<file path="config.mk">
export PLATFORM = sky130hd
export DESIGN_NAME = pnr_trig_sched
export DESIGN_NICKNAME = d
export VERILOG_FILES = /design/src/rtl/pnr_pkg.sv /design/src/rtl/pnr_schmitt.sv /design/src/rtl/pnr_trig_sched.sv
export SDC_FILE = /design/constraint.sdc
export NUM_CORES = 1
export LEC_CHECK = 0
export ABC_AREA = 1
export ABC_CLOCK_PERIOD_IN_PS = 8700
export CAP_MARGIN = 5
export CORE_ASPECT_RATIO = 0.6
export CORE_MARGIN = 5
export CORE_UTILIZATION = 38
export DETAILED_ROUTE_END_ITERATION = 12
export PLACE_DENSITY = 0.55
export SKIP_CTS_REPAIR_TIMING = 1
export SLEW_MARGIN = 20
export SYNTH_ARGS = -nofsm -noshare
export SYNTH_HDL_FRONTEND = slang
export SYNTH_SLANG_ARGS = --single-unit
</file>
<file path="constraint.sdc">
create_clock -name ADC_CLK -period 8.7 [get_ports ADC_CLK]
set_input_delay 1.305 -clock ADC_CLK [delete_from_list [all_inputs] [get_ports ADC_CLK]]
set_output_delay 1.305 -clock ADC_CLK [all_outputs]
set_load 0.03 [all_outputs]
</file>
<file path="src/rtl/pnr_pkg.sv">
// ---------------------------------------------------------------------------
// pnr_pkg
// Shared encodings for the PNR trigger scheduler:
//   trig_mode_t    - edge selection applied to the Schmitt edge detector
//   sched_state_t  - state encoding of the scheduler FSM
// ---------------------------------------------------------------------------
package pnr_pkg;

    // Edge selection on the trig_mode input
    typedef enum logic [1:0] {
        TRIG_RISE = 2'b00,
        TRIG_FALL = 2'b01,
        TRIG_BOTH = 2'b10,
        TRIG_OFF  = 2'b11
    } trig_mode_t;

    // Scheduler FSM states
    typedef enum logic [1:0] {
        ST_IDLE    = 2'b00,
        ST_DELAY   = 2'b01,
        ST_HOLDOFF = 2'b10
    } sched_state_t;

endpackage

</file>
<file path="src/rtl/pnr_schmitt.sv">
// ---------------------------------------------------------------------------
// pnr_schmitt
// Threshold comparator with hysteresis and edge detection for the trigger
// channel. A sample presented in cycle N produces edge_pulse in cycle N+2.
//
// Ports
//   clk        : clock, rising edge
//   rst        : asynchronous active-high reset
//   sample     : signed trigger-channel sample
//   threshold  : signed trigger threshold
//   hyst       : unsigned hysteresis magnitude
//   mode       : edge selection (see pnr_pkg::trig_mode_t)
//   edge_pulse : one-cycle pulse for each selected edge
// ---------------------------------------------------------------------------
module pnr_schmitt
    import pnr_pkg::*;
#(
    parameter int DW = 14
) (
    input  logic                 clk,
    input  logic                 rst,
    input  logic signed [DW-1:0] sample,
    input  logic signed [DW-1:0] threshold,
    input  logic        [DW-1:0] hyst,
    input  logic        [1:0]    mode,
    output logic                 edge_pulse
);

    // Two extra bits so threshold +/- hyst can never wrap before saturation
    localparam int EW = DW + 2;
    localparam logic signed [EW-1:0] MAX_V = {3'b000, {(DW-1){1'b1}}};
    localparam logic signed [EW-1:0] MIN_V = {3'b111, {(DW-1){1'b0}}};

    logic signed [EW-1:0] thr_ext;
    logic signed [EW-1:0] hyst_ext;
    logic signed [EW-1:0] sum_p;
    logic signed [EW-1:0] sum_m;
    logic signed [DW-1:0] thr_p_next;
    logic signed [DW-1:0] thr_m_next;

    logic signed [DW-1:0] thr_p;
    logic signed [DW-1:0] thr_m;
    logic                 st_valid;
    logic                 rise_st;
    logic                 fall_st;
    logic                 rise_prev;
    logic                 fall_prev;
    logic                 rise_ok;
    logic                 fall_ok;
    logic                 rise_new;
    logic                 fall_new;

    assign thr_ext  = {{2{threshold[DW-1]}}, threshold};
    assign hyst_ext = {2'b00, hyst};
    assign sum_p    = thr_ext + hyst_ext;
    assign sum_m    = thr_ext - hyst_ext;

    assign thr_p_next = (sum_p > MAX_V) ? MAX_V[DW-1:0] :
                        (sum_p < MIN_V) ? MIN_V[DW-1:0] : sum_p[DW-1:0];
    assign thr_m_next = (sum_m > MAX_V) ? MAX_V[DW-1:0] :
                        (sum_m < MIN_V) ? MIN_V[DW-1:0] : sum_m[DW-1:0];

    // An edge only counts once the state has been seen in its inactive
    // level after reset, so a condition already true at release is ignored.
    assign rise_new = rise_st & ~rise_prev & rise_ok;
    assign fall_new = fall_st & ~fall_prev & fall_ok;

    // Schmitt states, edge history and registered edge selection.
    // st_valid marks that the states hold a real evaluation rather than
    // their reset value.
    always_ff @(posedge clk or posedge rst) begin
        if (rst) begin
            thr_p      <= '0;
            thr_m      <= '0;
            st_valid   <= 1'b0;
            rise_st    <= 1'b0;
            fall_st    <= 1'b0;
            rise_prev  <= 1'b0;
            fall_prev  <= 1'b0;
            rise_ok    <= 1'b0;
            fall_ok    <= 1'b0;
            edge_pulse <= 1'b0;
        end else begin
            thr_p    <= thr_p_next;
            thr_m    <= thr_m_next;
            st_valid <= 1'b1;

            if (sample >= threshold) begin
                rise_st <= 1'b1;
            end else if (sample < thr_m) begin
                rise_st <= 1'b0;
            end

            if (sample <= threshold) begin
                fall_st <= 1'b1;
            end else if (sample > thr_p) begin
                fall_st <= 1'b0;
            end

            rise_prev <= rise_st;
            fall_prev <= fall_st;
            rise_ok   <= rise_ok | (st_valid & ~rise_st);
            fall_ok   <= fall_ok | (st_valid & ~fall_st);

            case (trig_mode_t'(mode))
                TRIG_RISE: edge_pulse <= rise_new;
                TRIG_FALL: edge_pulse <= fall_new;
                TRIG_BOTH: edge_pulse <= rise_new | fall_new;
                default:   edge_pulse <= 1'b0;
            endcase
        end
    end

endmodule

</file>
<file path="src/rtl/pnr_trig_sched.sv">
// ---------------------------------------------------------------------------
// pnr_trig_sched
// Trigger scheduler: detects edges on the trigger channel, and for each
// accepted trigger captures the PNR channel a programmable number of cycles
// later, then holds off further triggers for a programmable clearance.
//
// Ports
//   ADC_CLK         : sole clock, rising edge
//   rst_i           : asynchronous active-high reset
//   trig_source_sig : signed trigger-channel sample
//   pnr_source_sig  : signed PNR-channel sample
//   trig_threshold  : signed trigger threshold
//   trig_hyst       : unsigned hysteresis magnitude
//   trig_mode       : 00 rising, 01 falling, 10 both, 11 disabled
//   trig_clearance  : holdoff cycles counted from acceptance
//   pnr_delay       : cycles from acceptance to PNR capture
//   arm_i           : triggers accepted only while high
//   trig_o          : one-cycle pulse per accepted trigger
//   busy_o          : high while the FSM is not idle
//   sample_o        : captured PNR sample
//   sample_valid_o  : one-cycle pulse qualifying sample_o
//   trig_cnt_o      : accepted-trigger count (wraps)
//   drop_cnt_o      : rejected-edge count (saturates)
// ---------------------------------------------------------------------------
module pnr_trig_sched
    import pnr_pkg::*;
#(
    parameter int DW = 14,
    parameter int CW = 32
) (
    input  logic                 ADC_CLK,
    input  logic                 rst_i,
    input  logic signed [DW-1:0] trig_source_sig,
    input  logic signed [DW-1:0] pnr_source_sig,
    input  logic signed [DW-1:0] trig_threshold,
    input  logic        [DW-1:0] trig_hyst,
    input  logic        [1:0]    trig_mode,
    input  logic        [CW-1:0] trig_clearance,
    input  logic        [CW-1:0] pnr_delay,
    input  logic                 arm_i,
    output logic                 trig_o,
    output logic                 busy_o,
    output logic signed [DW-1:0] sample_o,
    output logic                 sample_valid_o,
    output logic        [CW-1:0] trig_cnt_o,
    output logic        [CW-1:0] drop_cnt_o
);

    sched_state_t  state;
    logic          edge_pulse;
    logic [CW-1:0] dly_cnt;
    logic [CW-1:0] clr_cnt;
    logic [CW-1:0] dly_lat;
    logic [CW-1:0] clr_lat;
    logic [CW:0]   clr_next;
    logic          clr_done;
    logic          drop_edge;

    pnr_schmitt #(
        .DW(DW)
    ) u_schmitt (
        .clk        (ADC_CLK),
        .rst        (rst_i),
        .sample     (trig_source_sig),
        .threshold  (trig_threshold),
        .hyst       (trig_hyst),
        .mode       (trig_mode),
        .edge_pulse (edge_pulse)
    );

    // The clearance counter reads k in the k-th cycle after acceptance, so
    // comparing its next value makes busy_o last exactly trig_clearance
    // cycles (never shorter than delay+2, the capture path).
    assign clr_next  = {1'b0, clr_cnt} + (CW+1)'(1);
    assign clr_done  = (clr_next >= {1'b0, clr_lat});
    assign drop_edge = edge_pulse & ((state != ST_IDLE) | ~arm_i);

    // Scheduler FSM with registered outputs. Config is latched at acceptance
    // so later changes only affect the next trigger; arm_i only gates
    // acceptance and never aborts an in-flight capture.
    always_ff @(posedge ADC_CLK or posedge rst_i) begin
        if (rst_i) begin
            state          <= ST_IDLE;
            trig_o         <= 1'b0;
            busy_o         <= 1'b0;
            sample_o       <= '0;
            sample_valid_o <= 1'b0;
            trig_cnt_o     <= '0;
            drop_cnt_o     <= '0;
            dly_cnt        <= '0;
            clr_cnt        <= '0;
            dly_lat        <= '0;
            clr_lat        <= '0;
        end else begin
            trig_o         <= 1'b0;
            sample_valid_o <= 1'b0;

            if (drop_edge && (drop_cnt_o != '1)) begin
                drop_cnt_o <= drop_cnt_o + CW'(1);
            end

            case (state)
                ST_IDLE: begin
                    if (edge_pulse && arm_i) begin
                        trig_o     <= 1'b1;
                        busy_o     <= 1'b1;
                        trig_cnt_o <= trig_cnt_o + CW'(1);
                        dly_lat    <= pnr_delay;
                        clr_lat    <= trig_clearance;
                        dly_cnt    <= '0;
                        clr_cnt    <= '0;
                        state      <= ST_DELAY;
                    end
                end

                ST_DELAY: begin
                    if (clr_cnt != '1) begin
                        clr_cnt <= clr_cnt + CW'(1);
                    end
                    if (dly_cnt == dly_lat) begin
                        sample_o       <= pnr_source_sig;
                        sample_valid_o <= 1'b1;
                        state          <= ST_HOLDOFF;
                    end else begin
                        dly_cnt <= dly_cnt + CW'(1);
                    end
                end

                ST_HOLDOFF: begin
                    if (clr_done) begin
                        busy_o <= 1'b0;
                        state  <= ST_IDLE;
                    end else if (clr_cnt != '1) begin
                        clr_cnt <= clr_cnt + CW'(1);
                    end
                end

                default: begin
                    busy_o <= 1'b0;
                    state  <= ST_IDLE;
                end
            endcase
        end
    end

endmodule
</file>
Word-level counts from Yosys, hierarchy flattened
Index checks and enable logic that the tools add are counted.

Flip-flop bits (word level): 247. Output and inout bits: 81. Logic and storage cells: 107.

$add $sub $neg: 7. $lt $le $gt $ge: 9. Eq/ne operators: 12. Multiplexer cells: 26. Bitwise logic cells: 17. Reductions and logical operators: 15.

Operator list (count): $add 32x1->32 const B (4); $mux 32 (4); $pmux 32 s3 (1); $ne 32x32->1 const B (2); $pmux 32 s2 (1); $mux 14 (4); $add 32x1->33 const B (1); $ge 33x32->1 (1); $eq 32x32->1 (1); $gt 16x14->1 const B (2); $lt 16x14->1 const B (2); $add 14x15->16 (1); $sub 14x15->16 (1); $ge 14x14->1 (1); $gt 14x14->1 (1); $le 14x14->1 (1); $lt 14x14->1 (1); $reduce_and 3->1 (4); $mux 1 (10); $ne 2x2->1 const B (5); $reduce_bool 2->1 (4); $and 1x1->1 (7); $mux 2 (3); $not 1->1 (6); 9 further kinds (18).

Logic depth before layout (Yosys ltp)
Gate-level depths: netlist (run 1).

Word-level depth: 5. Depth in mapped cells: 25. Depth with buffers taken out: 24.

Cells and area by module
A second synthesis (run 1) with hierarchy kept.

Cells, all modules: 2210. Area total of the unflattened synthesis: 16286.9 um^2.

Modules (own cells, without submodules): pnr_trig_sched (times used 1, cells each 1612, area each 12156.7 um^2); pnr_schmitt (times used 1, cells each 598, area each 4130.2 um^2).

Worst setup path after synthesis (run 1)
No wires, ideal clock.

Path kind: input to register. Start point: input trig_threshold[0]. End point: register u_schmitt.thr_p[11]. Arrival time: 3.000 ns. Path slack: 5.635 ns. Stages: 11. Path through: ha_1 inv_1 fa_1 o21ai_0 nand2_1 nand2_1 xor2_1 nor2_1 or2_4 buf_6 nand2_1.

Longest elaborated chain between the ends: 4. Elaborated cells on any way between the ends: 5. Those cells by class: 1 x add/sub; 2 x order compare; 2 x mux.

RTL lines: start: declaration (line pnr_trig_sched.sv:35) `input logic signed [DW-1:0] trig_threshold,`; $add 14x15->16 * (line pnr_schmitt.sv:55) `assign sum_p = thr_ext + hyst_ext;`; $lt 16x14->1 (line pnr_schmitt.sv:59) `(sum_p < MIN_V) ? MIN_V[DW-1:0] : sum_p[DW-1:0];`; $mux 14 (line pnr_schmitt.sv:59); $mux 14 * (line pnr_schmitt.sv:58) `assign thr_p_next = (sum_p > MAX_V) ? MAX_V[DW-1:0] :`; net u_schmitt.thr_p_next[11] (line pnr_schmitt.sv:38) `logic signed [DW-1:0] thr_p_next;`; end signal: assignment (line pnr_schmitt.sv:84) `thr_p <= thr_p_next;`; end: declaration (line pnr_schmitt.sv:41) `logic signed [DW-1:0] thr_p;`.

Mark *: on every way through the listed nets, which the timed path passes. The rest lies on a longest branch. A chain may end at the register's enable or synchronous reset.

Final worst setup path (run 1)
Start point: register clr_cnt[0]. End point: register clr_cnt[25].

Longest elaborated chain between the ends: 4. Elaborated cells on any way between the ends: 9. Those cells by class: 2 x add/sub; 1 x order compare; 2 x eq/ne; 3 x mux; 1 x reduce/logical.

RTL lines: start: declaration (line pnr_trig_sched.sv:52) `logic [CW-1:0] clr_cnt;`; start signal: assignment (line pnr_trig_sched.sv:118) `clr_cnt <= clr_cnt + CW'(1);`; start signal: assignment (line pnr_trig_sched.sv:134) `clr_cnt <= clr_cnt + CW'(1);`; $add 32x1->33, or another cell as far along (line pnr_trig_sched.sv:74) `assign clr_next = {1'b0, clr_cnt} + (CW+1)'(1);`; $ge 33x32->1 or $mux 32 (tied branches) (line pnr_trig_sched.sv:75, pnr_trig_sched.sv:117, pnr_trig_sched.sv:133); $ne 2x2->1 (no line) or $mux 32 (tied branches); $reduce_and 3->1 (no line) or $pmux 32 s3 (tied branches).

Several ways; a longest one is shown, not always the timed one. The select of a mux whose other input is x is not followed.

==> qor.csv, run 1 <==
stage,metric,value,unit
cts,clock_sinks,247,
layout,area_delta_synth_final,21.6,%
sta,hold_ws,457,ps
synthesis,synth_top_area_cell,dfrtp_1,
hold_path,hold_end,u_schmitt.fall_prev,
synthesis,netlist_instances,2143,
global_routing,grt_use_total,19.6,%
layout,finalNonFillerCells,2910,
floorplan,start_util,38.3,%
cts,worstSkewPairLatency,550,ps
synthesis,synth.distinct_cells,55,
floorplan,die_h,169,um
placed_design,placed_cell_area,0.0184,mm2
placed_design,dp_hpwl,34.8,mm
worst_setup_path,r2r_start,clr_cnt[0],
worst_setup_path,reg2regPathDepth,21,
synthesis,post-synth-top-count-cell,nand2_1,
worst_setup_path,critPathMaxFanout,33,
synthesis,netlist.area_leader.share,38.7,%
routing,drc,0,
worst_setup_path,cp_data_arrival_time,4650,ps
synthesis,synth-edff-count,0,
placed_design,dpl_worst_slack,4430,ps
floorplan,core_area,0.0417,mm2
routing,viasPerCell,4.84,
layout,layout-drive-gt1-share,3.33,%
synthesis,synth.yosys.seq_area_share,38.7,%
worst_setup_path,r2r_end,clr_cnt[25],
cts,cts-root-buf,clkbuf_16,
synthesis,yosys_most_used_dff,dfrtp_1,
floorplan,die_w,275,um
sta,setup_tns,0,ps
outcome,outcome,completed,
worst_setup_path,worstSetupStartpointType,flip-flop,
placed_design,portBuffers,205,
job,drv_cap,0,
pwr,peakVddDrop,129,uV
cts,cts_tree,yes,
cts,htreeDepth,1,
cts,clockBufferDepth,3,
sta,finalMaxSlewViolations,0,
sta,tightest_slew,915,ps
worst_setup_path,r2r_slack,4470,ps
global_routing,grt_max_degree,120,
worst_setup_path,criticalPathCategory,flip-flop to flip-flop,
hold_path,min_from,u_schmitt.fall_st,
routing,num_vias,14100,
sta,post-route-min-period,4230,ps
placed_design,post-place-cells,2861,
synthesis,syn_area_per_cell,7.45,um2
sta,setup_viol,0,
sta,fin_ws,4470,ps
global_routing,grt_pass1_wl,74.5,mm
hold_path,holdPathStages,0,
synthesis,synth-seq-cells,247,
placed_design,place_congestion,0.935,
synthesis,synth-async-reset-ratio,100,%
synthesis,syn-num-nets,2379,
layout,final_nets,2555,
routing,routed_wl,45.7,mm
floorplan,fp-row-count,58,
sta,hold_viol,0,
floorplan,ios,206,
synthesis,synthesis.area,0.0160,mm2
routing,wl_per_cell,15.7,um
sta,rsz0062_at_grt,no,
sta,slew_headroom,39.0,%
worst_setup_path,crit_required,9130,ps
sta,finalCritPeriodShare,48.6,%
pwr,power_leakage,9.56,nW
layout,fin_area,0.0194,mm2
cts,path_clk_slew,60,ps
cts,cts_buffers,26,
global_routing,gr-total-overflow,0,
routing,drtPass1Iterations,5,
global_routing,grt_antenna_before_repair,1,
pwr,powerDensity,206,mW/mm2
hold_path,hp-class,flip-flop to flip-flop,
sta,fmax,237,MHz
pwr,totalPowerFinal,3.99,mW
routing,drt-initial-drc-count,1154,
worst_setup_path,endpoint_kind,flip-flop,
layout,fill_cells,4173,
synthesis,synth_common_cells,"nand2_1 (685), inv_1 (253), dfrtp_1 (247), nor2_1 (214), nand3_1 (128)",
synthesis,ys_warn_count,0,
global_routing,grt_pass1_vias,13400,
layout,final_core_util,46.6,%
synthesis,synth_area_leaders,"dfrtp_1 (39%), nand2_1 (16%), ha_1 (8.5%)",
routing,ant_nets,0,
floorplan,die_area,0.0463,mm2
sta,clock_skew,19.4,ps
[power by group]
group          switching [mW]  internal (mW)
sequential              0.128           1.36
clock                   0.488          0.759
combinational           0.823          0.429
total                    1.44           2.55
[logic make-up (layout without fill, tap and decap cells)]
| logic type | count (synthesis) | after routing | share of synthesized area (%) |
|---|---|---|---|
| AND/OR/NAND/NOR | 1165 | 1165 | 30.7 |
| buffers and inverters | 323 | 519 | 8.31 |
| flip-flops | 247 | 247 | 38.7 |
| XOR/XNOR | 157 | 157 | 8.62 |
| AO/OA/AOI/OAI | 139 | 139 | 4.81 |
| adder cells (fa/ha/maj) | 111 | 111 | 8.80 |
| other | 1 | 2 | 0.0235 |
[layer usage]
metal | GRT usage (%) | part of all wire [%]
met1 | 31.9 | 53
met2 | 27.2 | 40
met3 | 3.26 | 5.6
met4 | 3.33 | 1.5
met5 | 0 | 0
[cell type report]
class	count	area, um2	share of cell area [%]
multi-input combinational	1573	8450	43.6
sequential	247	6180	31.9
timing repair buffer	214	2120	10.9
inverter	257	973	5.02
clock buffer	37	763	3.93
tap	570	713	3.68
clock inverter	11	194	1.00
antenna	1	2.50	0.0129
[sequential cells by signal (all words and copies together), names as in the netlist]
| name | count |
|---|---|
| busy_o | 1 |
| clr_cnt | 32 |
| clr_lat | 32 |
| dly_cnt | 32 |
| dly_lat | 32 |
| drop_cnt_o | 32 |
| sample_o | 14 |
| sample_valid_o | 1 |
| state | 2 |
| trig_cnt_o | 32 |
| trig_o | 1 |
| u_schmitt.edge_pulse | 1 |
| u_schmitt.fall_ok | 1 |
| u_schmitt.fall_prev | 1 |
| u_schmitt.fall_st | 1 |
| u_schmitt.rise_ok | 1 |
| u_schmitt.rise_prev | 1 |
| u_schmitt.rise_st | 1 |
| u_schmitt.st_valid | 1 |
| u_schmitt.thr_m | 14 |
| u_schmitt.thr_p | 14 |
[cells in the final DEF, fill, tap and decap left out, types with 3 or more instances in the layout]
master and instances:
dfrtp_1 247, xor2_1 81, nor2_2 3, xnor2_1 76, o21bai_1 6, o21ai_0 62
clkbuf_1 5, clkbuf_16 27, or2_2 3, buf_4 9, nand3b_1 5, clkdlybuf4s50_1 205
a21oi_1 49, clkbuf_8 5, nor2_1 214, nand2_1 685, inv_1 252, nand3_1 128
nand4_1 48, nor3_1 45, nor3b_1 3, bufinv_16 5, nor4_1 15, a21boi_0 4
clkinvlp_4 4, ha_1 109, inv_2 3
[critical path, cell delays in order (launching register included)]
cell and delay (ps):
dfrtp_1 440, ha_1 200, nand2_1 70, nor2_1 120, nand2_1 180, nor3_1 340
nand4_1 220, o21ai_0 250, nand2_1 100, ha_1 300, nand2_1 90, inv_1 60
nand3_1 90, nor2_1 40, nand2_1 50, nand4_1 90, nor2_1 130, nand3_1 100
nand2_2 540, nand2_4 410, nand2_1 170, nand2_1 60
[worst max-delay path by stage]
stage	from	to	slack, ps
after floorplan	rst_i	busy_o	610
after global placement	trig_threshold[13]	u_schmitt.thr_m[12]	4450
after detailed placement	trig_threshold[13]	u_schmitt.thr_m[12]	4430
after CTS	clr_cnt[0]	clr_cnt[25]	4490
after global routing	clr_cnt[0]	clr_cnt[25]	3950
final	clr_cnt[0]	clr_cnt[25]	4470
Power figures use the tool's default switching activity.
==> run 2, diff against run 1 <==
- ABC_CLOCK_PERIOD_IN_PS: 8700 -> 3600
- PLACE_DENSITY: 0.55 -> 0.58
- clock period: 8.7 -> 3.6 ns (I/O delays scaled with it)
==> qor.csv, run 2 (synthesis results as in run 1) <==
stage,metric,value,unit,change
cts,clockBufferDepth,3,,unchanged
sta,hold_ws,414,ps,-43.4 ps
routing,viasPerCell,4.83,,about the same
pwr,totalPowerFinal,9.62,mW,+140%
floorplan,die_h,169,um,unchanged
sta,finalCritPeriodShare,93.2,%,+45 points
worst_setup_path,crit_start,clr_cnt[0],,
sta,setup_viol,0,,unchanged
layout,final_common_cell,nand2_1,,
cts,cts_buffers,27,,+3.8%
routing,num_vias,14200,,+0.60%
sta,hold_viol,0,,unchanged
global_routing,grt_max_degree,76,,-37%
hold_path,hp-class,input pin to async pin,,
sta,clock_skew,24.1,ps,+4.71 ps
global_routing,grt_util_met2,28.2,%,+0.96 points
pwr,power_leakage,9.71,nW,+1.6%
cts,htreeDepth,1,,unchanged
layout,final_nets,2579,,+0.94%
worst_setup_path,endpoint_kind,flip-flop,,
sta,fmax,298,MHz,+26%
cts,path_clk_slew,60,ps,about the same
layout,area_delta_synth_final,23.4,%,
global_routing,grt_antenna_before_repair,1,,unchanged
placed_design,dpl_worst_slack,107,ps,-4320 ps
sta,fin_ws,244,ps,-4230 ps
layout,final_core_util,47.3,%,+0.71 points
global_routing,gr-total-overflow,0,,unchanged
pwr,powerDensity,488,mW/mm2,+140%
layout,mostFrequentLayoutCells,"nand2_1 (683), inv_1 (252), dfrtp_1 (246), nor2_1 (208), clkdlybuf4s50_1 (205)",,
layout,layout-drive-gt1-share,4.71,%,+1.4 points
worst_setup_path,critPathMaxFanout,8,,-76%
sta,tightest_slew,628,ps,-286 ps
routing,drc,0,,unchanged
worst_setup_path,r2r_start,clr_cnt[0],,
outcome,outcome,completed,,
global_routing,grt_pass1_vias,13800,,+3.4%
worst_setup_path,cp_data_arrival_time,3800,ps,-850 ps
routing,wl_per_cell,15.8,um,+0.59%
worst_setup_path,criticalPathCategory,flip-flop to flip-flop,,
worst_setup_path,crit_required,4050,ps,-5080 ps
cts,cts_tree,yes,,
sta,slew_headroom,58.1,%,+19 points
cts,worstSkewPairLatency,560,ps,about the same
placed_design,portBuffers,205,,unchanged
worst_setup_path,r2r_slack,240,ps,-4230 ps
global_routing,grt_use_met3,2.85,%,-0.41 points
global_routing,grt_use_total,19.6,%,about the same
placed_design,place_congestion,0.946,,+1.1%
worst_setup_path,r2r_end,clr_cnt[11],,
routing,routed_wl,46.3,mm,+1.3%
worst_setup_path,reg2regPathDepth,18,,-14%
floorplan,die_w,275,um,unchanged
sta,finalMaxSlewViolations,0,,unchanged
sta,setup_tns,0,ps,unchanged
placed_design,dp_hpwl,35.4,mm,+1.8%
floorplan,die_area,0.0463,mm2,unchanged
routing,drt-initial-drc-count,964,,-16%
global_routing,grt_pass1_wl,74.6,mm,+0.19%
floorplan,core_area,0.0417,mm2,unchanged
floorplan,ios,206,,unchanged
floorplan,fp-row-count,58,,unchanged
cts,clock_sinks,247,,unchanged
job,drv_cap,0,,unchanged
sta,post-route-min-period,3360,ps,-870 ps
routing,ant_nets,0,,unchanged
global_routing,grt_util_met1,31.1,%,-0.77 points
pwr,peakVddDrop,268,uV,+110%
cts,cts-root-buf,clkbuf_16,,
global_routing,top_usage_layer,met1,,
routing,drtPass1Iterations,6,,+1
worst_setup_path,worstSetupStartpointType,flip-flop,,
floorplan,start_util,38.3,%,unchanged
-- run 2: cell count changes in the layout (fill, tap and decap cells not counted), moves of 2 or more --
cell | before | now
nand2_1 | 685 | 683
buf_4 | 9 | 22
buf_12 | 0 | 7
clkinvlp_4 | 4 | 2
nor2_2 | 3 | 8
nand2_8 | 0 | 2
nor3_1 | 45 | 43
nor3_2 | 2 | 4
nor2_1 | 214 | 208
-- run 2: metal layers --
layer  up-vias  wire length (um)
met3        57              2560
met4         0               906
met2       351             18900
met5         -                 0
li1       7170                 -
met1      6581             23900
-- run 2: worst max-delay path by stage --
stage,endpoint,slack [ps],cells after the start
finish,clr_cnt[11],240,18
floorplan,busy_o,-190,1
global route,clr_cnt[27],-1,21
CTS,clr_cnt[12],90,21
global placement,clr_cnt[6],210,23
detailed placement,clr_cnt[12],110,21
-- run 2: through the flow --
stage | std cells | cell area [um2]
floorplan | 2143 | 16000
global placement | 2880 | 18700
detailed placement | 2880 | 18700
CTS | 2925 | 19600
global route | 2930 | 19700
finish | 2930 | 19700
-- run 2: critical path, stage by stage, from the launching register on --
cell	delay, ps
dfrtp_2	410
ha_1	180
nand2_1	80
nor2_2	120
nand2_2	130
buf_4	160
nor4_1	230
xor2_1	140
ha_1	350
nand2_1	70
nor2_1	290
nand4_1	140
nand3_1	170
nand3_1	120
nand3_1	150
nand2_4	150
clkbuf_16	210
nand3_1	70
nand2_1	60
-- run 2: power by group --
part           internal [mW]  leakage [nW]  total [mW]  switching [mW]
clock                   1.74         0.438        2.87            1.14
sequential              3.30          3.13        3.61           0.311
combinational           1.09          6.15        3.14            2.05
total                   6.12          9.71        9.62            3.50
-- run 2: final cells by class --
class / count / area (um2)
inverters: 257 / 970
fillers: 4171 / 22000
multi-input cells: 1574 / 8540
well taps: 570 / 713
clock inverters: 8 / 146
diodes: 1 / 2.50
flip-flops and latches: 247 / 6180
clock buffers: 37 / 753
repair buffers: 236 / 2390
==> run 3, diff against run 2 <==
- MAX_ROUTING_LAYER: not set -> met4
==> qor.csv, run 3 (synthesis results as in run 1) <==
stage,metric,value,unit,change
outcome,outcome,completed,,
sta,setup_viol,0,,unchanged
pwr,peakVddDrop,280,uV,+4.2%
layout,final_nets,2578,,-0.039%
layout,area_delta_synth_final,23.0,%,
worst_setup_path,endpoint_kind,flip-flop,,
hold_path,hp-class,input pin to async pin,,
worst_setup_path,worstSetupStartpointType,flip-flop,,
sta,finalMaxSlewViolations,0,,unchanged
floorplan,core_area,0.0417,mm2,unchanged
routing,viasPerCell,4.81,,-0.50%
routing,num_vias,14100,,-0.40%
routing,drt-initial-drc-count,965,,+0.10%
worst_setup_path,crit_required,4030,ps,-20 ps
worst_setup_path,reg2regPathDepth,23,,+5
sta,post-route-min-period,3320,ps,-34.3 ps
placed_design,placed_cell_area,0.0187,mm2,about the same
cts,worstSkewPairLatency,560,ps,about the same
global_routing,gr-total-overflow,0,,unchanged
worst_setup_path,crit_slowest_cell,dfrtp_2,,
routing,drtPass1Iterations,5,,-1
routing,routed_wl,46.0,mm,-0.72%
global_routing,grt_pass1_wl,74.4,mm,-0.23%
cts,clockBufferDepth,3,,unchanged
worst_setup_path,crit_buf_inv,3,,+1
worst_setup_path,critPathMaxFanout,17,,+9
global_routing,grt_use_total,20.2,%,+0.57 points
sta,clock_skew,26.9,ps,+2.71 ps
worst_setup_path,criticalPathCategory,flip-flop to flip-flop,,
cts,cts_tree,yes,,
pwr,power_leakage,9.69,nW,-0.26%
layout,fin_area,0.0196,mm2,-0.37%
layout,mostFrequentLayoutCells,"nand2_1 (684), inv_1 (252), dfrtp_1 (246), nor2_1 (209), clkdlybuf4s50_1 (205)",,
worst_setup_path,cp_data_arrival_time,3750,ps,-50 ps
floorplan,start_util,38.3,%,unchanged
pwr,powerDensity,482,mW/mm2,-1.2%
global_routing,grt_max_degree,85,,+12%
worst_setup_path,r2r_end,clr_cnt[20],,
cts,cts_buffers,26,,-3.7%
worst_setup_path,r2r_start,clr_cnt[0],,
layout,final_common_cell,nand2_1,,
routing,drc,0,,unchanged
pwr,switching_share,36.9,%,+0.51 points
global_routing,grt_antenna_before_repair,1,,unchanged
worst_setup_path,path_common_cell,nand2_1,,
pwr,seq_power_share,38.1,%,+0.6 points
cts,path_clk_slew,60,ps,about the same
sta,tightest_slew,683,ps,+54.5 ps
pwr,p_clk_share,28.9,%,-1.0 points
worst_setup_path,critical_path.cell_chain,ha_1 -> nand2_1 -> nor2_2 -> nand2_2 -> inv_1 -> nand2_1 -> nor2_4 -> nand3_1 -> xor2_1 -> inv_1 -> ha_1 -> nand2_1 -> nor2_1 -> nand2_1 -> nor2_1 -> nand2_1 -> nand4_1 -> nor2_2 -> nand3_1 -> nand2_4 -> buf_8 -> nand3_1 -> nand2_1,,
pwr,comb_power_share,33.0,%,+0.3 points
placed_design,portBuffers,205,,unchanged
cts,clock_sinks,247,,unchanged
layout,layout-drive-gt1-share,4.61,%,-0.091 points
worst_setup_path,cp.depth,23,,+5
floorplan,fp-row-count,58,,unchanged
layout,final_core_util,47.1,%,-0.18 points
sta,finalCritPeriodShare,92.3,%,-0.95 points
floorplan,ios,206,,unchanged
cts,htreeDepth,1,,unchanged
worst_setup_path,cp_top_family,simple AND/OR/NAND/NOR gates,,
sta,hold_ws,436,ps,+21.8 ps
routing,wl_per_cell,15.7,um,-0.82%
job,drv_cap,0,,unchanged
placed_design,dp_hpwl,35.6,mm,+0.66%
floorplan,die_area,0.0463,mm2,unchanged
sta,fmax,301,MHz,+1.0%
cts,cts-root-buf,clkbuf_16,,
floorplan,die_h,169,um,unchanged
floorplan,die_w,275,um,unchanged
worst_setup_path,max_stage_delay,410,ps,about the same
sta,slew_headroom,54.4,%,-3.7 points
routing,ant_nets,0,,unchanged
sta,hold_viol,0,,unchanged
global_routing,grt_pass1_vias,13500,,-2.2%
pwr,power_switching,3.49,mW,-0.23%
pwr,p_int,5.98,mW,-2.4%
worst_setup_path,r2r_slack,280,ps,+30 ps
placed_design,place_congestion,0.936,,-1.0%
==> run 3: cell count changes in the layout (fill, tap and decap cells not counted), sizes merged <==
cell | before | now
bufinv | 4 | 1
clkbuf | 38 | 42
buf | 30 | 31
clkinvlp | 2 | 1
inv | 256 | 255
clkinv | 3 | 6
==> run 3: per-stage QoR <==
stage / setup WS, ps / cells / power, mW / setup TNS [ps]
final: 279 / 2933 / 9.47 / 0
after CTS: 38.6 / 2931 / 9.53 / 0
after global placement: 230 / 2883 / 6.69 / 0
after detailed placement: 62.2 / 2883 / 6.74 / 0
after floorplan: -186 / 2143 / 5.73 / -45880
after global routing: -0.349 / 2933 / 10.2 / -0.349
==> run 3: worst max-delay path by stage <==
stage | from | endpoint
final | clr_cnt[0] | clr_cnt[20]
after floorplan | rst_i | busy_o
after detailed placement | clr_cnt[0] | clr_cnt[4]
after CTS | clr_cnt[0] | clr_cnt[30]
after global placement | clr_cnt[0] | clr_cnt[1]
after global routing | clr_cnt[0] | clr_cnt[3]
==> run 3: per-layer routing <==
layer / global-route usage, % / vias up / routed length [um]
li1: - / 7174 / -
met1: 32.2 / 6518 / 24400
met2: 27.3 / 357 / 18400
met3: 2.32 / 54 / 2240
met4: 3.90 / 0 / 886
met5: - / - / 0
==> run 3: power groups by stage <==
stage / Combinational, mW / Clock, mW / Sequential (mW)
after floorplan: 2.06 / 0 / 3.67
after global placement: 3.04 / 0 / 3.65
after detailed placement: 3.09 / 0 / 3.65
after CTS: 3.10 / 2.82 / 3.61
after global routing: 3.55 / 2.95 / 3.67
final: 3.13 / 2.74 / 3.60
==> run 3: layout make-up <==
| cell class | instances | area, um2 |
|---|---|---|
| fill | 4162 | 22000 |
| multi-input combinational | 1574 | 8520 |
| sequential | 247 | 6180 |
| timing repair buffer | 236 | 2370 |
| inverter | 257 | 970 |
| clock buffer | 42 | 802 |
| tap | 570 | 713 |
| clock inverter | 6 | 55.1 |
| antenna | 1 | 2.50 |
==> run 3: worst register-to-register path, cell delays in order (launching register included) <==
cell and delay, ps:
dfrtp_2 410, ha_1 190, nand2_1 80, nor2_2 120, nand2_2 140, inv_1 120
nand2_1 130, nor2_4 170, nand3_1 100, xor2_1 200, inv_1 70, ha_1 290
nand2_1 60, nor2_1 170, nand2_1 80, nor2_1 100, nand2_1 70, nand4_1 100
nor2_2 50, nand3_1 100, nand2_4 140, buf_8 200, nand3_1 70, nand2_1 50
